## config.mk

```make
export PLATFORM = sky130hd
export DESIGN_NAME = usr_deser8
export DESIGN_NICKNAME = d
export VERILOG_FILES = /design/src/rtl/usr_deser8.sv
export SDC_FILE = /design/constraint.sdc
export NUM_CORES = 1
export LEC_CHECK = 0
export CORE_MARGIN = 10
export CORE_UTILIZATION = 45
export DETAILED_ROUTE_END_ITERATION = 16
export GPL_TIMING_DRIVEN = 0
export PLACE_DENSITY = 0.72
export SYNTH_ARGS = -nofsm -noshare
export SYNTH_HDL_FRONTEND = slang
export SYNTH_SLANG_ARGS = --single-unit
export TNS_END_PERCENT = 30
```

## constraint.sdc

```tcl
create_clock -name clk -period 1.4 [get_ports clk]
set_input_delay 0.35 -clock clk [delete_from_list [all_inputs] [get_ports clk]]
set_output_delay 0.35 -clock clk [all_outputs]
set_load 0.01 [all_outputs]
```

## src/rtl/usr_deser8.sv

```systemverilog
// Serial-in, parallel-out receiver for the USR serial link: rebuilds words in
// either bit order and presents them through a one-word valid/ready holding register.
module usr_deser8 #(
    parameter int WIDTH = 8
) (
    input  logic                       clk,
    input  logic                       rst_n,
    input  logic                       sdata,
    input  logic                       sen,
    input  logic                       lsb_first,
    input  logic                       flush,
    output logic [WIDTH-1:0]           out_data,
    output logic                       out_valid,
    input  logic                       out_ready,
    output logic                       overrun,
    input  logic                       ovr_clr,
    output logic [$clog2(WIDTH):0]     bit_cnt
);

    localparam int CW = $clog2(WIDTH) + 1;

    typedef enum logic {EMPTY, FULL} hold_state_t;

    hold_state_t        state_reg, state_next;
    logic [WIDTH-1:0]   sh_reg, sh_next;
    logic [CW-1:0]      cnt_reg, cnt_next;
    logic               ord_reg, ord_next;
    logic [WIDTH-1:0]   data_reg, data_next;
    logic               ovr_reg, ovr_next;

    logic               accept;
    logic               ord_eff;
    logic               complete;
    logic               pop;
    logic               load_word;
    logic               drop;
    logic [WIDTH-1:0]   msb_shift;
    logic [WIDTH-1:0]   lsb_shift;
    logic [WIDTH-1:0]   sh_shifted;

    // Both shift directions are built up front; the word's latched order picks one.
    genvar gi;
    generate
        for (gi = 0; gi < WIDTH; gi++) begin : g_shift
            if (gi == 0) begin : g_msb_in
                assign msb_shift[gi] = sdata;
            end else begin : g_msb_mv
                assign msb_shift[gi] = sh_reg[gi-1];
            end
            if (gi == WIDTH - 1) begin : g_lsb_in
                assign lsb_shift[gi] = sdata;
            end else begin : g_lsb_mv
                assign lsb_shift[gi] = sh_reg[gi+1];
            end
        end
    endgenerate

    assign accept     = sen && !flush;
    // The first bit of a word takes the live lsb_first; later bits use the latch.
    assign ord_eff    = (cnt_reg == '0) ? lsb_first : ord_reg;
    assign sh_shifted = ord_eff ? lsb_shift : msb_shift;
    assign complete   = accept && (cnt_reg == CW'(WIDTH - 1));
    assign pop        = (state_reg == FULL) && out_ready;

    // Assembly side
    always_comb begin
        sh_next  = sh_reg;
        cnt_next = cnt_reg;
        ord_next = ord_reg;
        if (flush) begin
            sh_next  = '0;
            cnt_next = '0;
        end else if (sen) begin
            sh_next  = sh_shifted;
            ord_next = ord_eff;
            cnt_next = complete ? '0 : cnt_reg + CW'(1);
        end
    end

    // Holding register FSM
    always_comb begin
        state_next = state_reg;
        load_word  = 1'b0;
        drop       = 1'b0;
        case (state_reg)
            EMPTY: begin
                if (complete) begin
                    state_next = FULL;
                    load_word  = 1'b1;
                end
            end
            FULL: begin
                if (complete && pop) begin
                    load_word = 1'b1;
                end else if (pop) begin
                    state_next = EMPTY;
                end else if (complete) begin
                    drop = 1'b1;
                end
            end
            default: state_next = EMPTY;
        endcase
    end

    always_comb begin
        data_next = load_word ? sh_shifted : data_reg;
        ovr_next  = ovr_reg;
        // A drop in the same cycle as a clear leaves the flag set.
        if (drop) begin
            ovr_next = 1'b1;
        end else if (ovr_clr) begin
            ovr_next = 1'b0;
        end
    end

    always_ff @(posedge clk or negedge rst_n) begin
        if (!rst_n) begin
            state_reg <= EMPTY;
            sh_reg    <= '0;
            cnt_reg   <= '0;
            ord_reg   <= 1'b0;
            data_reg  <= '0;
            ovr_reg   <= 1'b0;
        end else begin
            state_reg <= state_next;
            sh_reg    <= sh_next;
            cnt_reg   <= cnt_next;
            ord_reg   <= ord_next;
            data_reg  <= data_next;
            ovr_reg   <= ovr_next;
        end
    end

    assign out_data  = data_reg;
    assign out_valid = (state_reg == FULL);
    assign overrun   = ovr_reg;
    assign bit_cnt   = cnt_reg;

endmodule

```

==> flow_summary.yaml <==
critical_path:
  startpoint_type: "flop"
  worstSetupEndpointType: "flop"
  critical_path_peak_fanout: 8
  crit_required_ps: 1610
  worstPathArrival_ps: 1830
  reg2reg_to: "out_data[3]"
  worst-setup-path-type: "flop to flop"
  r2r.worst_path.cells: 5
  r2r_setup_slack_ps: -220
  crit-reg2reg-launch: "bit_cnt[0]"
finish:
  nNetsFinal: 149
  layout.core_utilization_pct: 59.48
  drive_above_1_share_pct: 33.33
  antenna-diode-count: 0
  layout.cell_area.non_filler_mm2: 0.001640
  fillCellCount: 234
  area_delta_synth_final_pct: 25.57
grt:
  grt-ovfl-total: 0
  grt_start_max_net_pins: 24
  first_global_vias: 992
  grt_pass1_wl_um: 5085
  antenna_violations_before_repair: 0
  aggregate_global_route_resource_usage_pct: 11.79
place:
  post_dp_cell_area_mm2: 0.001548
  place_worst_setup_slack_ps: -532.8
  gp_routability_congestion: 0.7622
  place.port_buffers: 20
  place.detailed.hpwl_um: 2176
yosys:
  synth_cell_types: 24
  synth-warning-count: 0
  mappedNetlistArea_mm2: 0.001306
  synthCells: 106
  share_of_synthesized_registers_carrying_an_async_set_or_reset_pct: 100.0
  cell_type_with_the_largest_total_area_after_synthesis: "sky130_fd_sc_hd__dfrtp_1"
  netlist.area_leader.share_pct: 44.06
  ys_seq_elements: 23
  synthTopCellsByArea: "sky130_fd_sc_hd__dfrtp_1, sky130_fd_sc_hd__mux2i_1, sky130_fd_sc_hd__mux2_4"
  postSynthNetCount: 116
  synth.yosys.seq_area_share_pct: 44.06
  syn_area_per_cell_um2: 12.32
  ys.flop_type: "sky130_fd_sc_hd__dfrtp_1"
  yosysMostFrequentCell: "sky130_fd_sc_hd__mux2i_1"
  synth.top_cells.by_count: "sky130_fd_sc_hd__mux2i_1, sky130_fd_sc_hd__dfrtp_1, sky130_fd_sc_hd__mux2_4"
  synth-edff-count: 0
route:
  detail_route.iter0.violations: 32
  drtAntennaViolNets: 0
  drt-wirelength-per-cell_um: 18.76
  vias_per_cell: 5.751
  post_detailed_routing_wire_length_um: 3170
  drt_pre_antenna_iters: 4
  drt_drc_violations_left: 0
  vias: 972
sta:
  final.min_clock_period_ps: 1620
  worst_slew_pin_slew_ps: 1033
  fmax_mhz: 617.5
  maxSlewViolCount: 0
  finalCritPeriodShare_pct: 115.7
  final_hold_viol_count: 0
  worst_clock_skew_ps: 2.595
  grt_setup_unrepaired: "yes"
  timing.max_slew.rel_slack_pct: 31.03
  finalSetupTns_ps: -3204
  finalSetupViolations: 21
  worst_slack_ps: -219.5
clock_tree:
  htree_levels: 1
  cts.root.buffer_cell: "sky130_fd_sc_hd__clkbuf_4"
  cts.sinks: 23
  clk_latency_ps: 310
  tritoncts: "done"
  clockBufferDepth: 2
  numCtsBuffers: 3
  clk_pin_slew_worst_paths_ps: 130
power:
  p_per_area_mw_per_mm2: 769.8
  clkPwrFrac_pct: 24.6
  leakage_nw: 0.8245
  comb_power_share_pct: 20.6
  power_switching_uw: 347.8
  power.sequential.fraction_pct: 54.8
  switching_share_pct: 27.54
  vdd_ir_drop_max_v: 0.0006702
  power.internal_uw: 915.0
floorplan:
  core_region_area_mm2: 0.002758
  die_width_um: 73.88
  std_cell_rows: 19
  die_area_mm2: 0.005458
  initial_utilization_pct: 47.37
  die-height_um: 73.88
  io_pins: 22
run_status:
  violations_in_the_final_reports: "setup timing"
  outcome: "finished with violations"
flow_run:
  max_cap_viol_count: 0
hold_path:
  timing.hold.worst.class: "input pin to async pin"
what timing repair did:
action	4_1_cts	5_1_grt
pin swaps	2	2
hold buffers	0	0
setup endpoints to repair	33	27
buffers inserted	7	1
resized for setup	26	6
hold endpoints to repair	0	0
worst max-delay path, stage by stage, from the launching register on:
cell and delay, ps:
sky130_fd_sc_hd__dfrtp_1 410, sky130_fd_sc_hd__ha_2 220, sky130_fd_sc_hd__nor3b_4 190, sky130_fd_sc_hd__and4_1 220, sky130_fd_sc_hd__buf_6 160, sky130_fd_sc_hd__mux2_4 320
cells by family (layout without fill, tap and decap cells):
kind of cell / after synthesis / after routing / share of synthesized area [%]
mux: 34 / 34 / 29.50
simple gates: 24 / 24 / 12.64
flops: 23 / 23 / 44.06
compound gates: 11 / 11 / 6.610
buf+inv: 11 / 43 / 4.597
fa+ha+maj: 2 / 2 / 1.915
xor+xnor: 1 / 1 / 0.6706
worst max-delay path by stage:
stage | start | endpoint | cells after the start
6_report | bit_cnt[0] | out_data[3] | 5
5_1_grt | bit_cnt[0] | out_data[3] | 5
4_1_cts | bit_cnt[1] | out_data[3] | 5
3_5_place_dp | flush | out_data[3] | 5
3_3_place_gp | flush | out_data[3] | 5
2_1_floorplan | bit_cnt[0] | out_data[0] | 5
routing by layer:
layer	global-route usage [%]	wire length (µm)	share of wire (%)	vias to the layer above
met5	0	0	0	-
met4	4.348	85	2.7	0
met1	16.27	1454	46	489
met2	17.61	1496	47	26
li1	-	-	-	447
met3	2.288	133	4.2	10
power by group through the flow:
stage,Clock [mW],Combinational (mW),Sequential [mW]
floorplan,0,0.155,0.706
global placement,0,0.228,0.705
detailed placement,0,0.235,0.707
CTS,0.314,0.255,0.692
global route,0.347,0.279,0.694
finish,0.311,0.260,0.692
layout by cell type (no fill, tap or decap):
cell / Yosys / final
sky130_fd_sc_hd__nor3b_2: 2 / 1
sky130_fd_sc_hd__nand3_1: 2 / 2
sky130_fd_sc_hd__dlygate4sd2_1: 0 / 11
sky130_fd_sc_hd__nand2_1: 3 / 3
sky130_fd_sc_hd__xor2_1: 1 / 1
sky130_fd_sc_hd__nand2b_1: 2 / 2
sky130_fd_sc_hd__mux2i_2: 0 / 4
sky130_fd_sc_hd__clkbuf_4: 0 / 3
sky130_fd_sc_hd__ha_2: 0 / 1
sky130_fd_sc_hd__nand3b_1: 1 / 1
sky130_fd_sc_hd__nor2_1: 2 / 2
sky130_fd_sc_hd__clkdlybuf4s15_1: 0 / 2
sky130_fd_sc_hd__or3_1: 1 / 1
sky130_fd_sc_hd__buf_2: 3 / 5
sky130_fd_sc_hd__mux2i_1: 25 / 21
sky130_fd_sc_hd__buf_4: 0 / 8
sky130_fd_sc_hd__dfrtp_2: 0 / 2
sky130_fd_sc_hd__o22ai_1: 1 / 1
sky130_fd_sc_hd__nor3b_1: 8 / 8
sky130_fd_sc_hd__inv_1: 3 / 3
sky130_fd_sc_hd__mux2_4: 9 / 9
sky130_fd_sc_hd__a31o_2: 8 / 8
sky130_fd_sc_hd__clkinv_1: 1 / 1
sky130_fd_sc_hd__nand4_1: 1 / 1
sky130_fd_sc_hd__nand3_2: 1 / 1
sky130_fd_sc_hd__clkdlybuf4s50_1: 0 / 4
sky130_fd_sc_hd__buf_6: 2 / 2
sky130_fd_sc_hd__dlymetal6s2s_1: 0 / 1
sky130_fd_sc_hd__a21oi_1: 2 / 1
sky130_fd_sc_hd__and4_1: 1 / 1
sky130_fd_sc_hd__ha_1: 2 / 1
sky130_fd_sc_hd__a21oi_2: 0 / 1
sky130_fd_sc_hd__dfrtp_1: 23 / 21
sky130_fd_sc_hd__clkbuf_1: 2 / 3
sky130_fd_sc_hd__nor3b_4: 0 / 1
area by class of cell:
cell class | instances | area (µm²) | area share (%)
multi-input combinational | 72 | 698.2 | 42.56
sequential | 23 | 578.1 | 35.24
timing repair buffer | 28 | 239.0 | 14.57
buffer | 7 | 45.04 | 2.746
tap | 31 | 38.79 | 2.365
clock buffer | 4 | 26.28 | 1.602
inverter | 4 | 15.01 | 0.9153
per-stage QoR:
step	instances	power (mW)	hold slack (ps)
after floorplan	106	0.8609	54.41
after global placement	157	0.9331	494.0
after detailed placement	157	0.9417	499.8
after CTS	168	1.261	501.5
after global routing	169	1.320	265.4
final	169	1.263	195.6
Note: power is estimated with default switching activity, not from simulation.
